==> config.mk <==
export PLATFORM = sky130hd
export DESIGN_NAME = noc_flit_dispatcher
export DESIGN_NICKNAME = d
export VERILOG_FILES = /design/src/rtl/noc_flit_dispatcher.sv
export SDC_FILE = /design/constraint.sdc
export NUM_CORES = 1
export LEC_CHECK = 0
export ABC_AREA = 1
export CAP_MARGIN = 20
export CORE_ASPECT_RATIO = 1.4
export CORE_UTILIZATION = 35
export DETAILED_ROUTE_END_ITERATION = 16
export GPL_ROUTABILITY_DRIVEN = 1
export MAX_ROUTING_LAYER = met4
export PLACE_DENSITY = 0.56
export RECOVER_POWER = 25
export SYNTH_ARGS = -nofsm -noshare
export SYNTH_HDL_FRONTEND = slang
export SYNTH_SLANG_ARGS = --single-unit
==> constraint.sdc <==
create_clock -name clk_i -period 6.22 [get_ports clk_i]
set_input_delay 0.622 -clock clk_i [delete_from_list [all_inputs] [get_ports clk_i]]
set_output_delay 0.622 -clock clk_i [all_outputs]
set_load 0.03 [all_outputs]
==> src/rtl/noc_flit_dispatcher.sv <==
// Streams a block of SRAM words into NoC flits and spreads whole packets
// round-robin over the enabled mapper ports, throttled by per-mapper credits.
module noc_flit_dispatcher #(
  parameter int NUM_MAPPERS      = 4,
  parameter int MAPPER_PORT_BASE = 0,
  parameter int DATA_WIDTH       = 32,
  parameter int ADDR_WIDTH       = 10,
  parameter int DEST_BITS        = 4,
  parameter int VC_BITS          = 1,
  parameter int CREDIT_DEPTH     = 4,
  localparam int FW = 2 + DEST_BITS + VC_BITS + DATA_WIDTH,
  localparam int CW = $clog2(CREDIT_DEPTH + 1)
) (
  input  logic                               clk_i,
  input  logic                               rst_i,
  input  logic                               start_i,
  input  logic [ADDR_WIDTH:0]                num_words_i,
  input  logic [NUM_MAPPERS-1:0]             mapper_mask_i,
  output logic                               sram_rd_en_o,
  output logic [ADDR_WIDTH-1:0]              sram_addr_o,
  input  logic [DATA_WIDTH-1:0]              sram_data_i,
  input  logic                               sram_tail_i,
  output logic [FW-1:0]                      flit_out_o,
  input  logic [NUM_MAPPERS*(VC_BITS+1)-1:0] credit_in_i,
  output logic [NUM_MAPPERS-1:0]             en_get_credit_o,
  output logic                               busy_o,
  output logic                               done_o,
  output logic                               credit_overflow_o
);

  localparam int CRW  = VC_BITS + 1;
  localparam int CURW = (NUM_MAPPERS > 1) ? $clog2(NUM_MAPPERS) : 1;
  localparam logic [CW-1:0] CreditFull = CW'(CREDIT_DEPTH);

  typedef enum logic [2:0] {IDLE, RD, CAP, SEND, FIN} state_e;

  state_e                            state_q, state_d;
  logic [ADDR_WIDTH-1:0]             addr_q, addr_d;
  logic [ADDR_WIDTH:0]               numWords_q, numWords_d;
  logic [NUM_MAPPERS-1:0]            mask_q, mask_d;
  logic [CURW-1:0]                   cur_q, cur_d;
  logic [DATA_WIDTH-1:0]             holdData_q, holdData_d;
  logic                              holdTail_q, holdTail_d;
  logic [FW-1:0]                     flit_q, flit_d;
  logic                              busy_q, busy_d;
  logic                              done_q, done_d;
  logic                              overflow_q;
  logic [NUM_MAPPERS-1:0][CW-1:0]    credit_q, credit_d;
  logic [NUM_MAPPERS-1:0]            consume;
  logic [NUM_MAPPERS-1:0]            overflowHit;
  logic                              sendFire;
  logic                              lastWord;
  logic                              unusedVcBits;

  function automatic logic [CURW-1:0] lowestEnabled(input logic [NUM_MAPPERS-1:0] mask);
    logic [CURW-1:0] pick;
    pick = '0;
    for (int i = NUM_MAPPERS - 1; i >= 0; i--) begin
      if (mask[CURW'(i)]) pick = CURW'(i);
    end
    return pick;
  endfunction

  // Closest enabled mapper above cur, wrapping; cur itself is the last resort.
  function automatic logic [CURW-1:0] nextEnabled(input logic [NUM_MAPPERS-1:0] mask,
                                                  input logic [CURW-1:0]        cur);
    logic [CURW-1:0] pick;
    int              cand;
    pick = cur;
    for (int k = NUM_MAPPERS; k >= 1; k--) begin
      cand = (int'(cur) + k) % NUM_MAPPERS;
      if (mask[CURW'(cand)]) pick = CURW'(cand);
    end
    return pick;
  endfunction

  assign sendFire = (state_q == SEND) && (credit_q[cur_q] != '0);
  assign lastWord = ({1'b0, addr_q} == (numWords_q - (ADDR_WIDTH + 1)'(1)));
  assign consume  = sendFire ? (NUM_MAPPERS'(1) << cur_q) : '0;

  always_comb begin
    state_d    = state_q;
    addr_d     = addr_q;
    numWords_d = numWords_q;
    mask_d     = mask_q;
    cur_d      = cur_q;
    holdData_d = holdData_q;
    holdTail_d = holdTail_q;
    flit_d     = '0;
    busy_d     = busy_q;
    done_d     = 1'b0;
    unique case (state_q)
      IDLE: begin
        if (start_i) begin
          numWords_d = num_words_i;
          mask_d     = mapper_mask_i;
          addr_d     = '0;
          cur_d      = lowestEnabled(mapper_mask_i);
          busy_d     = 1'b1;
          state_d    = (num_words_i == '0) ? FIN : RD;
        end
      end
      RD: state_d = CAP;
      CAP: begin
        holdData_d = sram_data_i;
        holdTail_d = sram_tail_i;
        state_d    = SEND;
      end
      SEND: begin
        if (sendFire) begin
          flit_d = {1'b1, holdTail_q, DEST_BITS'(MAPPER_PORT_BASE + int'(cur_q)),
                    {VC_BITS{1'b0}}, holdData_q};
          addr_d = addr_q + ADDR_WIDTH'(1);
          if (holdTail_q) cur_d = nextEnabled(mask_q, cur_q);
          state_d = lastWord ? FIN : RD;
        end
      end
      FIN: begin
        done_d  = 1'b1;
        busy_d  = 1'b0;
        state_d = IDLE;
      end
      default: state_d = IDLE;
    endcase
  end

  // A return and a consume on the same mapper cancel; a lone return at full saturates.
  for (genvar g = 0; g < NUM_MAPPERS; g++) begin : gCredit
    logic ret;
    logic atFull;
    assign ret            = credit_in_i[(g+1)*CRW-1];
    assign atFull         = (credit_q[g] == CreditFull);
    assign overflowHit[g] = ret && !consume[g] && atFull;
    assign credit_d[g]    = (ret && !consume[g] && !atFull) ? credit_q[g] + CW'(1) :
                            (!ret && consume[g])            ? credit_q[g] - CW'(1) :
                                                              credit_q[g];
  end

  always_ff @(posedge clk_i) begin
    if (rst_i) begin
      state_q    <= IDLE;
      addr_q     <= '0;
      numWords_q <= '0;
      mask_q     <= '0;
      cur_q      <= '0;
      holdData_q <= '0;
      holdTail_q <= 1'b0;
      flit_q     <= '0;
      busy_q     <= 1'b0;
      done_q     <= 1'b0;
      overflow_q <= 1'b0;
      credit_q   <= {NUM_MAPPERS{CreditFull}};
    end else begin
      state_q    <= state_d;
      addr_q     <= addr_d;
      numWords_q <= numWords_d;
      mask_q     <= mask_d;
      cur_q      <= cur_d;
      holdData_q <= holdData_d;
      holdTail_q <= holdTail_d;
      flit_q     <= flit_d;
      busy_q     <= busy_d;
      done_q     <= done_d;
      overflow_q <= overflow_q | (|overflowHit);
      credit_q   <= credit_d;
    end
  end

  assign unusedVcBits      = ^credit_in_i;
  assign sram_rd_en_o      = (state_q == RD);
  assign sram_addr_o       = addr_q;
  assign flit_out_o        = flit_q;
  assign en_get_credit_o   = '1;
  assign busy_o            = busy_q;
  assign done_o            = done_q;
  assign credit_overflow_o = overflow_q;

endmodule

==> results of run 1 <==
cells by family after synthesis:
kind of cell | synth area share, %
simple gates | 25.9
compound gates | 13.6
xor+xnor | 2.11
flops | 45.8
buf+inv | 9.31
other cells | 0.151
fa+ha+maj | 3.11
through the flow:
step / util, % / std cells / power, mW / worst slack (ps)
6_report: 48.7 / 951 / 2.28 / 3210
5_1_grt: 48.7 / 951 / 2.39 / 2910
4_1_cts: 48.6 / 949 / 2.30 / 3590
3_5_place_dp: 44.0 / 917 / 1.24 / 3260
3_3_place_gp: 44.0 / 917 / 1.23 / 3240
2_1_floorplan: - / 657 / 1.13 / 4270
critical path: stages, from the launching register on:
cell and delay (ps):
dfxtp_1 570, clkinvlp_2 420, nand3_1 200, nand3_1 100, nand2_1 70, inv_1 80
nor2_4 470, nand2_1 190, nand3_1 170, fa_1 430, a21oi_1 120, nor2_1 60
layout make-up:
class	count	area (um2)	area share, %
sequential	114	2280	33.7
multi-input combinational	434	2250	33.2
timing repair buffer	106	1070	15.8
clock buffer	18	439	6.48
inverter	79	298	4.40
tap	185	231	3.42
clock inverter	14	201	2.97
antenna	1	2.50	0.0369
cells in the mapped netlist, drive strengths merged (2+ instances only):
library cell,number
nand3b,5
ha,6
a21oi,62
clkbuf,16
dfxtp,114
buf,14
nor2,89
o211ai,4
o21ai,62
conb,2
nor4,4
nand3,38
nor3,5
nand2,119
fa,4
xor2,7
inv,79
xnor2,5
nand4,10
where the power goes:
group / switching [mW] / internal (mW) / leakage [nW]
Sequential: 0.0420 / 0.789 / 0.928
Combinational: 0.245 / 0.151 / 1.71
Clock: 0.362 / 0.688 / 0.308
path summary, 6_finish.rpt:
path	from	to	slack, ps	cells after the start
setup / recovery	cur_q[0]$_SDFFE_PP0P_	credit_q[1]$_SDFFE_PP0P_	3210	11
hold / removal	holdData_q[30]$_SDFFE_PP0N_	flit_out_o[30]$_SDFF_PP0_	430	2
setup reg to reg	cur_q[0]$_SDFFE_PP0P_	credit_q[1]$_SDFFE_PP0P_	3210	11
hold reg to reg	holdData_q[30]$_SDFFE_PP0N_	flit_out_o[30]$_SDFF_PP0_	430	2
sequential cells by signal, indices dropped and copies added, names as in the netlist:
name / count
holdData_q: 32
done_o: 1
holdTail_q: 1
cur_q: 2
flit_out_o: 36
mask_q: 4
credit_q: 12
numWords_q: 11
busy_o: 1
credit_overflow_o: 1
sram_addr_o: 10
state_q: 3
metal layers:
layer / part of all wire, % / up-vias
met5: 0 / -
met1: 41 / 2075
met4: 1.6 / 0
li1: - / 2290
met2: 50 / 114
met3: 6.9 / 11
==> summary.txt, run 1 <==
Placement
  • GPL Wtd Cong: 0.845
  • Input/output buffers: 104
  • Placed cell areas: 0.00612 mm2
  • Hpwl dp: 8710 um

Timing
  • Rel. slew slack: 42.4%
  • Worst hold slack: 433 ps
  • Final number of hold-violating endpoints: 0
  • Period utilization: 48.3%
  • Fin Setup TNS: 0 ps
  • Tmin final: 3010 ps
  • Fmax: 333 MHz
  • Final setup vio count: 0
  • Slew Viols, Final: 0
  • RSZ-0062 raised after global routing: false
  • Layout Skew: 11.3 ps
  • Slew @ Worst Pin: 861 ps

Layout
  • Most frequent cells in the layout: 114 x dfxtp_1, 109 x nand2_1, 87 x nor2_1
  • # fillers: 1429
  • Nets: 821
  • Most common cell after layout, fill and taps aside: dfxtp_1
  • Final Cell Area: 0.00677 mm2
  • Area Growth Syn to Fin: 35.9%
  • Fraction of layout cells with a size suffix above 1: 7.58%

Drt
  • DRT iter0 DRCs: 169
  • Routed wire length: 12300 um
  • Post-route ant nets: 0
  • # DRC: 0
  • First-pass iteration count of the detailed router: 4
  • Vias: 4490
  • DR vias/cell: 4.72
  • WL/cell: 12.9 um

Logic synthesis
  • Top post-synthesis cells by area: dfxtp_1 46%, nand2_1 8.2%, nor2_1 6.5%
  • Library cells used by synthesis: 38
  • Synth Instances: 652
  • Yosys reg bits: 114
  • Seq/Total Area, Yosys: 45.8%
  • Top FF cell, synth: dfxtp_1
  • Synth Area per Inst: 7.65 um2
  • Area leader, netlist: dfxtp_1
  • Post-synth top area share: 45.8%
  • Ys async rst share: 0%
  • Mapped cell area: 0.00499 mm2
  • Syn. warnings: 0
  • Post-synth EDFFs: 0

Global route
  • Grt total ovfl: 0
  • Pin count of the biggest net entering global routing: 68
  • Vias in the first global route: 4454
  • Met1 Use GR: 18.9%
  • First-pass GRT wire length: 20200 um
  • Met3 Use GR: 7.00%
  • Busiest grt layer: met2
  • Initial antenna violation count: 1
  • GRT Overall Usage: 18.2%
  • M2 GR Usage: 31.2%

Outcome
  • Status: complete, no violations

Floorplan
  • Placement Rows: 51
  • Die Y: 143 um
  • Die width: 103 um
  • Core Area: 0.0139 mm2
  • Initial Util: 35.8%
  • Die ar.: 0.0147 mm2
  • IO Pins: 116

Worst setup path
  • Setup CP Type: register to register
  • WP data required: 6510 ps
  • CP endpoint kind: register
  • Data arrival, critical path: 3300 ps
  • CP max FO: 12
  • Worst setup SP type: register

Clocking
  • Max clock buf depth: 2
  • TritonCTS clock tree: yes
  • Total CTS buffers: 17
  • H-tree lvl count: 4
  • CTS root buf: clkbuf_16
  • Hold Buf Count CTS: 0
  • Post-cts sizing count: 0
  • Clock Sinks: 114
  • Clk slew on worst S/H paths: 60 ps
  • Post-CTS Setup Bufs: 0
  • Worst-Skew Late Latency: 410 ps

Power and ir drop
  • P_leak: 2.95 nW
  • Max IR drop VDD: 0.213 mV
  • Pwr/cell area: 336 mW/mm2

Worst hold path
  • Worst Hold Class: register to register

Flow run
  • Max-cap violations: 0
Note: power is estimated with default switching activity, not from simulation.
==> run 2: changes to the inputs <==
--- a/config.mk
+++ b/config.mk
@@ -12,7 +12,7 @@
 export DETAILED_ROUTE_END_ITERATION = 16
 export GPL_ROUTABILITY_DRIVEN = 1
 export MAX_ROUTING_LAYER = met4
-export PLACE_DENSITY = 0.56
+export PLACE_DENSITY = 0.59
 export RECOVER_POWER = 25
 export SYNTH_ARGS = -nofsm -noshare
 export SYNTH_HDL_FRONTEND = slang
==> constraint.sdc (replaced) <==
create_clock -name clk_i -period 2.7 [get_ports clk_i]
set_input_delay 0.27 -clock clk_i [delete_from_list [all_inputs] [get_ports clk_i]]
set_output_delay 0.27 -clock clk_i [all_outputs]
set_load 0.03 [all_outputs]
==> summary.txt, run 2 (synthesis results as in run 1) <==
Global route
  • Grt total ovfl: 0 (unchanged)
  • Pin count of the biggest net entering global routing: 58 (-15%)
  • GRT Overall Usage: 18.1% (-0.096 points)
  • Initial antenna violation count: 0 (-1)
  • Vias in the first global route: 4438 (-0.36%)
  • First-pass GRT wire length: 20000 um (-1.1%)

Power and ir drop
  • Pwr/cell area: 753 mW/mm2 (+120%)
  • P_leak: 2.92 nW (-0.99%)
  • Max IR drop VDD: 0.328 mV (+54%)

Timing
  • Layout Skew: 10.7 ps (-0.606 ps)
  • Final number of hold-violating endpoints: 0 (unchanged)
  • Fmax: 454 MHz (+36%)
  • Slew Viols, Final: 0 (unchanged)
  • Fin Setup TNS: 0 ps (unchanged)
  • Period utilization: 81.6% (+33 points)
  • RSZ-0062 raised after global routing: false
  • Tmin final: 2200 ps (-801 ps)
  • Worst hold slack: 434 ps (+0.325 ps)
  • Rel. slew slack: 28.5% (-14 points)
  • Final setup vio count: 0 (unchanged)
  • Slew @ Worst Pin: 1070 ps (+212 ps)

Drt
  • Routed wire length: 12100 um (-1.4%)
  • First-pass iteration count of the detailed router: 4 (unchanged)
  • Vias: 4495 (+0.11%)
  • Post-route ant nets: 0 (unchanged)
  • DR vias/cell: 4.70 (-0.52%)
  • # DRC: 0 (unchanged)
  • WL/cell: 12.7 um (-2.0%)
  • DRT iter0 DRCs: 137 (-19%)

Floorplan
  • Placement Rows: 51 (unchanged)
  • Initial Util: 35.8% (unchanged)
  • Die ar.: 0.0147 mm2 (unchanged)
  • Die Y: 143 um (unchanged)
  • Core Area: 0.0139 mm2 (unchanged)
  • IO Pins: 116 (unchanged)
  • Die width: 103 um (unchanged)

Layout
  • Antenna diodes: 0 (-1)
  • Post-Layout Cell Count: 957 (+0.63%)
  • Nets: 829 (+0.97%)
  • Most frequent cells in the layout: 114 x dfxtp_1, 108 x nand2_1, 86 x nor2_1
  • Fraction of layout cells with a size suffix above 1: 8.55% (+0.97 points)
  • Area Growth Syn to Fin: 36.1%
  • Max reg flops: 36 (unchanged)
  • Most common cell after layout, fill and taps aside: dfxtp_1
  • Layout Utilization: 48.8% (+0.090 points)

Clocking
  • Total CTS buffers: 17 (unchanged)
  • Worst-Skew Late Latency: 410 ps (about the same)
  • Post-cts sizing count: 0 (unchanged)
  • Max clock buf depth: 2 (unchanged)
  • Hold Buf Count CTS: 0 (unchanged)
  • CTS root buf: clkbuf_16
  • TritonCTS clock tree: yes
  • H-tree lvl count: 4 (unchanged)
  • Clk slew on worst S/H paths: 60 ps (about the same)
  • Clock Sinks: 114 (unchanged)
  • Post-CTS Setup Bufs: 0 (unchanged)

Placement
  • GPL Wtd Cong: 0.856 (+1.3%)
  • Input/output buffers: 104 (unchanged)
  • Hpwl dp: 8850 um (+1.6%)
  • Dpl cells: 926 (+0.98%)

Worst setup path
  • Setup CP Type: register to register
  • CP max FO: 9 (-3)
  • Data arrival, critical path: 2490 ps (-810 ps)
  • CP endpoint kind: register
  • Worst setup SP type: register
  • WP data required: 2990 ps (-3520 ps)

Outcome
  • Status: complete, no violations

Worst hold path
  • Worst Hold Class: register to register

Flow run
  • Max-cap violations: 0 (unchanged)
-- run 2: cell type report --
class,instances,area (um2)
Tap cell,185,231
Multi-Input combinational cell,434,2260
Clock buffer,18,439
Clock inverter,13,161
Timing Repair Buffer,114,1110
Sequential cell,114,2280
Inverter,79,299
Fill cell,1431,7120
-- run 2: critical path: stages, from the launching register on --
cell     delay, ps
dfxtp_1        500
inv_1          160
nand3_1        110
nand2_1         50
inv_1          120
nor2_4         100
nand2_1        110
nand3_1        140
fa_1           440
nand4_1        140
o21ai_1         90
nand2_1         70
nand3_1         60
-- run 2: power by group --
part           total (mW)  internal, mW  switching (mW)
Clock                2.28          1.47           0.809
Combinational       0.921         0.357           0.564
Sequential           1.91          1.82          0.0935
Total                5.11          3.64            1.47
-- run 2: layer usage --
layer  track usage [%]  up-vias  wire, um  share of wire, %
met5                 -        -         0                 0
met4              8.45        0       220               1.8
met3              4.31       14       581               4.8
met2              31.4      111      6290                52
met1              19.1     2066      5050                42
li1                  -     2304         -                 -
-- run 2: through the flow --
step | power, mW | instance area, um2 | worst slack [ps]
floorplan | 2.61 | 5000 | 754
global placement | 2.84 | 6190 | 555
detailed placement | 2.87 | 6190 | 522
CTS | 5.17 | 6790 | 514
global route | 5.39 | 6790 | 277
finish | 5.11 | 6790 | 496
-- run 2: worst paths after layout --
path	start	endpoint	slack (ps)	cells after the start
hold / removal	holdData_q[6]$_SDFFE_PP0N_	flit_out_o[6]$_SDFF_PP0_	430	2
hold reg to reg	holdData_q[6]$_SDFFE_PP0N_	flit_out_o[6]$_SDFF_PP0_	430	2
setup reg to reg	cur_q[1]$_SDFFE_PP0P_	credit_q[5]$_SDFFE_PP1P_	500	12
setup / recovery	cur_q[1]$_SDFFE_PP0P_	credit_q[5]$_SDFFE_PP1P_	500	12
